**src/rtl/mem_port_arbiter.sv**
```systemverilog
// Arbitrates one single-port memory between the instruction-fetch and data ports.
// Optional macro ARB_TIMEOUT_EN bounds the mem_ready wait and raises a sticky timeout_err.
module mem_port_arbiter #(
  parameter int unsigned ADDR_WIDTH     = 32,
  parameter int unsigned DATA_WIDTH     = 32,
  parameter int unsigned MAX_DATA_BURST = 4,
  parameter int unsigned TIMEOUT_CYCLES = 255
) (
  input  logic                  CLK,
  input  logic                  RST,
  input  logic                  if_req,
  input  logic [ADDR_WIDTH-1:0] if_addr,
  output logic [DATA_WIDTH-1:0] if_rdata,
  output logic                  if_valid,
  input  logic                  dm_req,
  input  logic                  dm_we,
  input  logic [ADDR_WIDTH-1:0] dm_addr,
  input  logic [DATA_WIDTH-1:0] dm_wdata,
  output logic [DATA_WIDTH-1:0] dm_rdata,
  output logic                  dm_valid,
  output logic                  stall_if,
  output logic                  stall_dm,
  output logic                  mem_req,
  output logic                  mem_we,
  output logic [ADDR_WIDTH-1:0] mem_addr,
  output logic [DATA_WIDTH-1:0] mem_wdata,
  input  logic [DATA_WIDTH-1:0] mem_rdata,
  input  logic                  mem_ready,
  output logic                  timeout_err
);

  localparam int unsigned BURST_W = $clog2(MAX_DATA_BURST + 1);

  typedef enum logic [1:0] {IDLE, DATA, FETCH, DONE} state_t;

  state_t                state_q;
  logic [BURST_W-1:0]    burst_q;
  logic                  if_valid_q;
  logic                  dm_valid_q;
  logic [DATA_WIDTH-1:0] if_rdata_q;
  logic [DATA_WIDTH-1:0] dm_rdata_q;
  logic                  mem_req_q;
  logic                  mem_we_q;
  logic [ADDR_WIDTH-1:0] mem_addr_q;
  logic [DATA_WIDTH-1:0] mem_wdata_q;

  logic                  burst_sat;
  logic                  grant_dm;
  logic                  grant_if;
  logic                  busy;
  logic                  timeout_hit;
  logic                  access_end;
  logic [DATA_WIDTH-1:0] end_rdata;

  // Data wins a tie until it has taken MAX_DATA_BURST grants in a row past a waiting fetch.
  always_comb begin
    burst_sat  = (burst_q >= BURST_W'(MAX_DATA_BURST));
    grant_dm   = dm_req && (!if_req || !burst_sat);
    grant_if   = !grant_dm && if_req;
    busy       = (state_q == DATA) || (state_q == FETCH);
    access_end = mem_ready || timeout_hit;
    end_rdata  = mem_ready ? mem_rdata : '0;
  end

`ifdef ARB_TIMEOUT_EN
  localparam int unsigned WAIT_W = $clog2(TIMEOUT_CYCLES + 1);

  logic [WAIT_W-1:0] wait_q;
  logic              timeout_err_q;

  assign timeout_hit = busy && !mem_ready && (wait_q == WAIT_W'(TIMEOUT_CYCLES - 1));
  assign timeout_err = timeout_err_q;

  always_ff @(posedge CLK) begin
    if (RST) begin
      wait_q        <= '0;
      timeout_err_q <= 1'b0;
    end else begin
      if (state_q == IDLE) begin
        wait_q <= '0;
      end else if (busy && !mem_ready) begin
        wait_q <= wait_q + 1'b1;
      end
      if (timeout_hit) begin
        timeout_err_q <= 1'b1;
      end
    end
  end
`else
  // TIMEOUT_CYCLES has no role when the wait is unbounded.
  logic unused_timeout;
  assign unused_timeout = ^TIMEOUT_CYCLES;
  assign timeout_hit    = 1'b0;
  assign timeout_err    = 1'b0;
`endif

  always_ff @(posedge CLK) begin
    if (RST) begin
      state_q     <= IDLE;
      burst_q     <= '0;
      if_valid_q  <= 1'b0;
      dm_valid_q  <= 1'b0;
      if_rdata_q  <= '0;
      dm_rdata_q  <= '0;
      mem_req_q   <= 1'b0;
      mem_we_q    <= 1'b0;
      mem_addr_q  <= '0;
      mem_wdata_q <= '0;
    end else begin
      case (state_q)
        IDLE: begin
          if (grant_dm) begin
            state_q     <= DATA;
            mem_req_q   <= 1'b1;
            mem_we_q    <= dm_we;
            mem_addr_q  <= dm_addr;
            mem_wdata_q <= dm_wdata;
            burst_q     <= if_req ? burst_q + 1'b1 : '0;
          end else if (grant_if) begin
            state_q    <= FETCH;
            mem_req_q  <= 1'b1;
            mem_we_q   <= 1'b0;
            mem_addr_q <= if_addr;
            burst_q    <= '0;
          end
        end
        DATA, FETCH: begin
          if (access_end) begin
            state_q   <= DONE;
            mem_req_q <= 1'b0;
            if (state_q == FETCH) begin
              if_rdata_q <= end_rdata;
              if_valid_q <= 1'b1;
            end else begin
              dm_valid_q <= 1'b1;
              if (!mem_we_q) begin
                dm_rdata_q <= end_rdata;
              end
            end
          end
        end
        default: begin
          state_q    <= IDLE;
          if_valid_q <= 1'b0;
          dm_valid_q <= 1'b0;
        end
      endcase
    end
  end

  assign if_rdata  = if_rdata_q;
  assign if_valid  = if_valid_q;
  assign dm_rdata  = dm_rdata_q;
  assign dm_valid  = dm_valid_q;
  assign mem_req   = mem_req_q;
  assign mem_we    = mem_we_q;
  assign mem_addr  = mem_addr_q;
  assign mem_wdata = mem_wdata_q;
  assign stall_if  = if_req & ~if_valid_q;
  assign stall_dm  = dm_req & ~dm_valid_q;

endmodule
```
**config.mk**
```make
export PLATFORM = sky130hd
export DESIGN_NAME = mem_port_arbiter
export DESIGN_NICKNAME = d
export VERILOG_FILES = /design/src/rtl/mem_port_arbiter.sv
export SDC_FILE = /design/constraint.sdc
export NUM_CORES = 1
export LEC_CHECK = 0
export ABC_AREA = 1
export CORE_ASPECT_RATIO = 0.8
export CORE_UTILIZATION = 33
export DETAILED_ROUTE_END_ITERATION = 16
export GPL_ROUTABILITY_DRIVEN = 0
export PLACE_DENSITY = 0.71
export REMOVE_ABC_BUFFERS = 1
export SYNTH_ARGS = -nofsm -noshare
export SYNTH_HDL_FRONTEND = slang
export SYNTH_SLANG_ARGS = --single-unit
```
**constraint.sdc**
```tcl
create_clock -name CLK -period 1.4 [get_ports CLK]
set_input_delay 0.28 -clock CLK [delete_from_list [all_inputs] [get_ports CLK]]
set_output_delay 0.28 -clock CLK [all_outputs]
set_load 0.05 [all_outputs]
```
---- Word level (Yosys, flattened, before mapping) ----
Cells that the tools add are included.
storage, ports and cells
  input bits .............................. 134
  output and inout bits ................... 135
  register bits ........................... 137
operators by class
  reductions and logical operators ........ 18
  eq/ne operators ......................... 6
  bitwise gates (word level) .............. 7
  $add $sub $neg .......................... 1
  mux-type cells .......................... 21
  magnitude comparators ................... 1
operator list
  operator               number
  $mux W32               2
  $reduce_and A3 Y1      4
  $mux W1                9
  $mux W3                3
  $mux W2                3
  $ne A2 B2 Y1 const B   3
  $pmux W1 S2            3
  $reduce_and A2 Y1      3
  $not A1 Y1             5
  $pmux W2 S2            1
  $reduce_and A4 Y1      1
  $reduce_bool A2 Y1     2
  $add A3 B1 Y3 const B  1
  $ge A3 B3 Y1 const B   1
  $logic_not A1 Y1       3
  $ne A3 B3 Y1 const B   1
  $and A1 B1 Y1          2
  $eq A2 B1 Y1 const B   1
  $eq A2 B2 Y1 const B   1
  $logic_and A1 B1 Y1    2
  $logic_not A2 Y1       1
  $reduce_or A2 Y1       1
  $logic_or A1 B1 Y1     1

---- Logic depth before layout (Yosys ltp) ----
Gate-level depths: netlist (run 1).
  depth after elaboration ................. 9
  mapped depth ............................ 9
  mapped depth without buffers ............ 7

---- Worst setup path after synthesis (run 1) ----
OpenSTA, ideal clock, no wires.
  path type ............................... reg2reg
  start ................................... register state_q[0]
  end ..................................... register dm_rdata_q[10] (netlist: dm_rdata[10])
  arrival time ............................ 1.386 ns
  clock period less this slack ............ 1.502 ns
  slack ................................... -0.102 ns
  library setup time ...................... 0.116 ns
  data required time ...................... 1.284 ns
  stages on the path, launching flop included .. 9
  buffers on the path ..................... 1
  cells stage by stage .................... dfxtp_1 inv_1 ha_1 nand2_1 nor3_4 inv_2 buf_2 nor2_1 nor2_1
on the way
  longest elaborated chain between the ends .. 3
ends and longest elaborated chain
  item                                                   RTL line  source
  from (decl)                                            36        state_t state_q;
  from (signal assigned)                                 99        state_q <= IDLE;
  from (signal assigned)                                 113       state_q <= DATA;
  from (signal assigned)                                 120       state_q <= FETCH;
  $eq A2 B1 Y1 / $eq A2 B2 Y1 (equally long branches)    110, 131
  $reduce_or A2 Y1 / $not A1 Y1 (equally long branches)  --
  $reduce_and A4 Y1 (no line) *                          --
  to (signal assigned)                                   137       dm_rdata_q <= end_rdata;
  to (decl)                                              41        logic [DATA_WIDTH-1:0] dm_rdata_q;
Every way passes the cells marked *; elsewhere a longest branch is shown, timed or not.
A chain may end at the register's enable or synchronous reset.

---- Worst setup path in the final report (run 1) ----
  start ................................... register state_q[0]
  end ..................................... register dm_rdata_q[30] (netlist: dm_rdata[30])
Same word-level chain as after synthesis.

==> results.yml, run 1 <==
status:
  status: "finished with violations"
  violations: "negative setup slack"
routing:
  drc: 0
  num_vias: 5945
  m1WireLength_um: 7840
  antenna_left: 0
  routed_wl_um: 19000
  wl_met3_um: 1760
  wl_met2_um: 8990
  first_pass_iters: 4
  via_per_inst: 4.76
  routedWlPerCell_um: 15.2
  drtIter0Drc: 232
  top_layer: "met4"
clocking:
  clk_pin_slew_ns: 0.06
  cts_tree: "done"
  h-tree-depth: 4
  cts-root-buf: "clkbuf_16"
  holdBufCountCts: 0
  clockBufferDepth: 2
  clk-insertion-delay-late_ns: 0.41
  cts_made_buffers: 17
  cts.sinks: 137
global_routing:
  grt_pass1_wl_um: 28600
  grtUsageTotal_pct: 22.4
  antenna_found_initial: 1
  grt_pass1_vias: 5642
  grt_max_degree: 38
  grt-ovfl-total: 0
floorplanning:
  start_util_pct: 33.9
  die_area_sq_mm: 0.0168
  core_area_sq_mm: 0.0159
  die_y_um: 116
  boundaryPins: 269
  row_count: 41
  die_w_um: 145
sta:
  hold_viol_final: 0
  fmax_mhz: 683
  maxSlewViolCount: 0
  fin_crit_sh_pct: 105
  finalWorstSetupSlack_ns: -0.0638
  skew_ns: 0.00715
  setup_violations: 33
  min_period_ns: 1.46
  rsz0062_at_grt: "yes"
final_layout:
  area_growth_pct: 103
  antennaDiodeCount: 0
  drive_gt1_share_pct: 27.2
  final_cell_mix: "nor2_1, nand2_1, buf_12"
  finish.instance_area_sq_mm: 0.0109
  nNetsFinal: 1161
  final_common_cell: "nor2_1"
power_and_ir_drop:
  power_mw: 24.4
  p_per_area_mw_per_mm2: 2240
  peakVddDrop_mv: 1.37
  leakage_nw: 4.50
logic_synthesis:
  synthDistinctLibCells: 23
  avgSynthCellArea_sq_um: 7.30
  yosysWarnings: 0
  synth_area_sq_mm: 0.00538
  ys_ff_latch: 137
  netlist_instances: 736
  synth-seq-area-share_pct: 51.0
setup_path:
  worstPathRequired_ns: 1.74
  critPathLaunchType: "flop"
  critPathMaxFanout: 8
  end_kind: "flop"
  worstSetupPathType: "reg2reg"
  arrival_ns: 1.80
worst_hold_path:
  hold_path.class: "in2reg"
place:
  dp_slack_ns: -0.333
  port-buffer-count: 267
  dp_hpwl_um: 13000
  placedInstanceArea_sq_mm: 0.00981
job:
  maxCapViolCount: 0
path summary, 6_finish.rpt:
| kind | startpoint | end | slack [ns] | cells after the start |
|---|---|---|---|---|
| setup reg to reg | state_q[0]$_SDFFE_PP0P_ | dm_rdata[30]$_SDFFE_PP0P_ | -0.06 | 8 |
| hold reg to reg | mem_req$_SDFFE_PP0P_ | mem_req$_SDFFE_PP0P_ | 0.48 | 2 |
| setup / recovery | state_q[0]$_SDFFE_PP0P_ | dm_rdata[30]$_SDFFE_PP0P_ | -0.06 | 8 |
| hold / removal | dm_wdata[2] | mem_wdata[2]$_SDFFE_PP0P_ | 0.41 | 3 |
synthesized netlist by cell type:
cell / n / area share, %
nor3_1: 4 / 0.37
o21ai_0: 93 / 8.7
nand2_2: 2 / 0.23
dfxtp_1: 137 / 51
nand2_1: 148 / 10
clkbuf_1: 16 / 1.1
buf_2: 17 / 1.6
nor2_4: 1 / 0.21
nor2_1: 198 / 14
buf_4: 9 / 1.3
ha_1: 5 / 1.2
buf_1: 5 / 0.35
nand3_4: 1 / 0.33
nand3_1: 33 / 3.1
buf_6: 3 / 0.63
inv_1: 11 / 0.77
nand4_1: 1 / 0.12
conb_1: 1 / 0.070
nor2_2: 1 / 0.12
a21oi_1: 41 / 3.8
nor3_4: 1 / 0.30
o21ai_1: 4 / 0.37
inv_2: 4 / 0.28
cells by family (layout without fill, tap and decap cells):
family / after synthesis / after routing / share of synthesized area [%]
buffers and inverters: 65 / 364 / 5.98
adder cells (fa/ha/maj): 5 / 5 / 1.16
AO/OA/AOI/OAI: 138 / 138 / 12.8
other: 1 / 1 / 0.0698
flip-flops: 137 / 137 / 51.0
AND/OR/NAND/NOR: 390 / 390 / 28.9
per-layer routing:
metal  up-vias  global-route usage, %
met5         -                      0
met4         0                   8.70
met3        31                   9.51
met2       215                   37.8
met1      2766                   25.1
li1       2933                      -
state kept, by name, indices dropped and copies added (netlist names):
name	cells
if_rdata	32
mem_addr	32
if_valid	1
mem_wdata	32
burst_q	3
dm_valid	1
dm_rdata	32
mem_we	1
mem_req	1
state_q	2
worst max-delay path: stages, from the launching register on:
cell     delay (ns)
dfxtp_2        0.34
inv_2          0.05
ha_4           0.27
nand2_4        0.06
nor3_4         0.16
buf_6          0.17
buf_8          0.13
o21ai_1        0.06
nor2_1         0.14
layout make-up:
type                            count  area, sq um
Clock buffer                       17          425
Clock inverter                     15          168
Sequential cell                   137         2750
Multi-Input combinational cell    534         2600
Inverter                           15         68.8
Fill cell                        1164         4950
Tap cell                          215          269
Timing Repair Buffer              317         4620
per-stage QoR:
step	TNS [ns]	hold WS (ns)	std cells	util, %
final	-0.449	0.412	1250	68.8
after global routing	-5.88	0.405	1250	68.8
after CTS	-1.24	0.396	1245	66.4
after detailed placement	-29.56	0.472	1209	61.9
after global placement	-23.54	0.459	1209	61.9
after floorplan	-57.51	0.349	686	-
report_power, final:
| group | internal [mW] | total (mW) | switching, mW |
|---|---|---|---|
| Sequential | 5.11 | 6.39 | 1.28 |
| Clock | 2.66 | 4.51 | 1.85 |
| Combinational | 6.36 | 13.5 | 7.12 |
what timing repair did:
action | 4_1_cts | 5_1_grt
setup buffers | 2 | 1
pin swaps | 6 | 48
gates cloned | 2 | 4
gates resized for setup | 35 | 105
setup endpoints to repair | 91 | 93
hold endpoints to repair | 0 | 0
Power figures use the tool's default switching activity.
==> inputs of run 2 (changes only) <==
Settings changed: CAP_MARGIN set to 25.
==> results of run 2 <==
No change in the layout: final DEF, timing and power equal those of run 1.
==> inputs of run 3 (changes only) <==
Settings changed: ABC_AREA 1 to 0, GPL_ROUTABILITY_DRIVEN 0 to unset.
==> results.yml, run 3 <==
sta:
  skew_ns: 0.0114
  rsz0062_at_grt: "yes"
  fin_setup_tns_ns: -2.36
  finalWorstSetupSlack_ns: -0.0926
  timing.hold.ws_ns: 0.242
  maxSlewViolCount: 0
  hold_viol_final: 0
  min_period_ns: 1.49
  fmax_mhz: 670
  setup_violations: 34
  fin_crit_sh_pct: 107
logic_synthesis:
  yosysWarnings: 0
  synth_top_area_cell: "dfxtp_1"
  synthTopCellsByCount: "nand2_1, a21oi_1, dfxtp_1, o21ai_0, nand3_1"
  synthDistinctLibCells: 33
  synth_edf_count: 0
  synth.most_common_cell: "nand2_1"
  synth-seq-area-share_pct: 51.8
  synthTopCellsByArea: "dfxtp_1, a21oi_1, nand2_1, o21ai_0, nand3_1"
  synth_area_sq_mm: 0.00530
  synth_top_cell_area_share_pct: 51.8
  synth_ff_type: "dfxtp_1"
  ys_ff_latch: 137
  netlist_instances: 667
  async_reset_ff_share_pct: 0
  avgSynthCellArea_sq_um: 7.94
global_routing:
  antenna_found_initial: 0
  grt-ovfl-total: 0
  grt_pass1_wl_um: 28700
  grtUsageTotal_pct: 22.4
  grt_pass1_vias: 5516
  grt_max_degree: 52
status:
  status: "finished with violations"
  violations: "negative setup slack"
job:
  maxCapViolCount: 0
final_layout:
  final_cell_mix: "buf_12, nand2_1, a21oi_1"
  nNetsFinal: 1100
  antennaDiodeCount: 0
  finalNonFillerCells: 1189
  fin_util_pct: 70.4
  area_growth_pct: 109
  final_common_cell: "buf_12"
  drive_gt1_share_pct: 31.2
clocking:
  cts_made_buffers: 17
  holdBufCountCts: 0
  cts-root-buf: "clkbuf_16"
  cts_tree: "done"
  clockBufferDepth: 2
  clk_pin_slew_ns: 0.06
  h-tree-depth: 4
  cts.sinks: 137
  clk-insertion-delay-late_ns: 0.42
routing:
  top_layer: "met4"
  wl_met3_um: 1840
  routedWlPerCell_um: 16.5
  first_pass_iters: 5
  antenna_left: 0
  wl_met2_um: 9760
  drtIter0Drc: 302
  drc: 0
  via_per_inst: 4.96
  m1WireLength_um: 7820
  routed_wl_um: 19600
  num_vias: 5892
power_and_ir_drop:
  leakage_nw: 4.26
  p_per_area_mw_per_mm2: 1930
  peakVddDrop_mv: 1.15
floorplanning:
  die_area_sq_mm: 0.0166
  row_count: 41
  boundaryPins: 269
  core_area_sq_mm: 0.0157
  die_w_um: 144
  start_util_pct: 33.6
  die_y_um: 115
place:
  port-buffer-count: 267
  place.gp.congestion: 0.743
  dp.cells: 1141
  dp_hpwl_um: 12800
  dp_slack_ns: -0.332
setup_path:
  critPathMaxFanout: 8
  worstSetupPathType: "reg2reg"
  end_kind: "flop"
  worstPathRequired_ns: 1.74
  critPathLaunchType: "flop"
  arrival_ns: 1.84
worst_hold_path:
  hold_path.class: "in2reg"
==> run 3: worst max-delay path: stages (launching register included) <==
cell,delay (ns)
dfxtp_2,0.35
inv_4,0.05
ha_4,0.28
and4bb_2,0.27
buf_6,0.14
buf_12,0.14
nand2_2,0.06
a21oi_2,0.13
==> run 3: timing repair <==
item | CTS | global route
setup buffers | 5 | 3
resized for setup | 28 | 64
gates cloned | 2 | 6
setup endpoints to repair | 94 | 93
pin swaps | 1 | 25
==> run 3: metrics by stage <==
| stage | power (mW) | instance area (sq um) |
|---|---|---|
| 3_3_place_gp | 15.6 | 9950 |
| 3_5_place_dp | 15.8 | 9950 |
| 2_1_floorplan | 9.89 | 5010 |
| 5_1_grt | 22.2 | 11100 |
| 6_report | 21.4 | 11100 |
| 4_1_cts | 20.8 | 10700 |
==> run 3: path summary, 6_finish.rpt <==
path / end / startpoint / slack [ns] / cells past startpoint
setup / recovery: dm_rdata[12]$_SDFFE_PP0P_ / state_q[0]$_SDFFE_PP0P_ / -0.09 / 7
hold / removal: state_q[0]$_SDFFE_PP0P_ / RST / 0.24 / 3
setup reg to reg: dm_rdata[12]$_SDFFE_PP0P_ / state_q[0]$_SDFFE_PP0P_ / -0.09 / 7
hold reg to reg: if_rdata[24]$_SDFFE_PP0P_ / if_rdata[24]$_SDFFE_PP0P_ / 0.49 / 2
==> run 3: metal layers <==
metal / GRT usage, % / vias up
met2: 38.9 / 247
met1: 26.0 / 2773
li1: - / 2854
met5: 0 / -
met3: 8.20 / 18
met4: 6.17 / 0
==> run 3: final cells by class <==
type | instances | area (sq um)
timing repair buffer | 335 | 4950
clock buffer | 19 | 443
sequential | 137 | 2750
inverter | 3 | 13.8
tap | 215 | 269
clock inverter | 13 | 159
fill | 1108 | 4660
multi-input combinational | 467 | 2510
==> run 3: kinds of logic (layout without fill, tap and decap cells) <==
| logic type | Yosys count | in the layout | share of synthesized area [%] |
|---|---|---|---|
| fa+ha+maj | 5 | 5 | 1.18 |
| compound gates | 239 | 239 | 23.4 |
| flops | 137 | 137 | 51.8 |
| other cells | 1 | 1 | 0.0708 |
| buf+inv | 63 | 370 | 5.67 |
| simple gates | 222 | 222 | 17.9 |
==> run 3: report_power, final <==
part	switching, mW	total (mW)	internal, mW
Clock	1.87	4.59	2.73
Combinational	5.66	11.1	5.45
Sequential	0.893	5.67	4.78
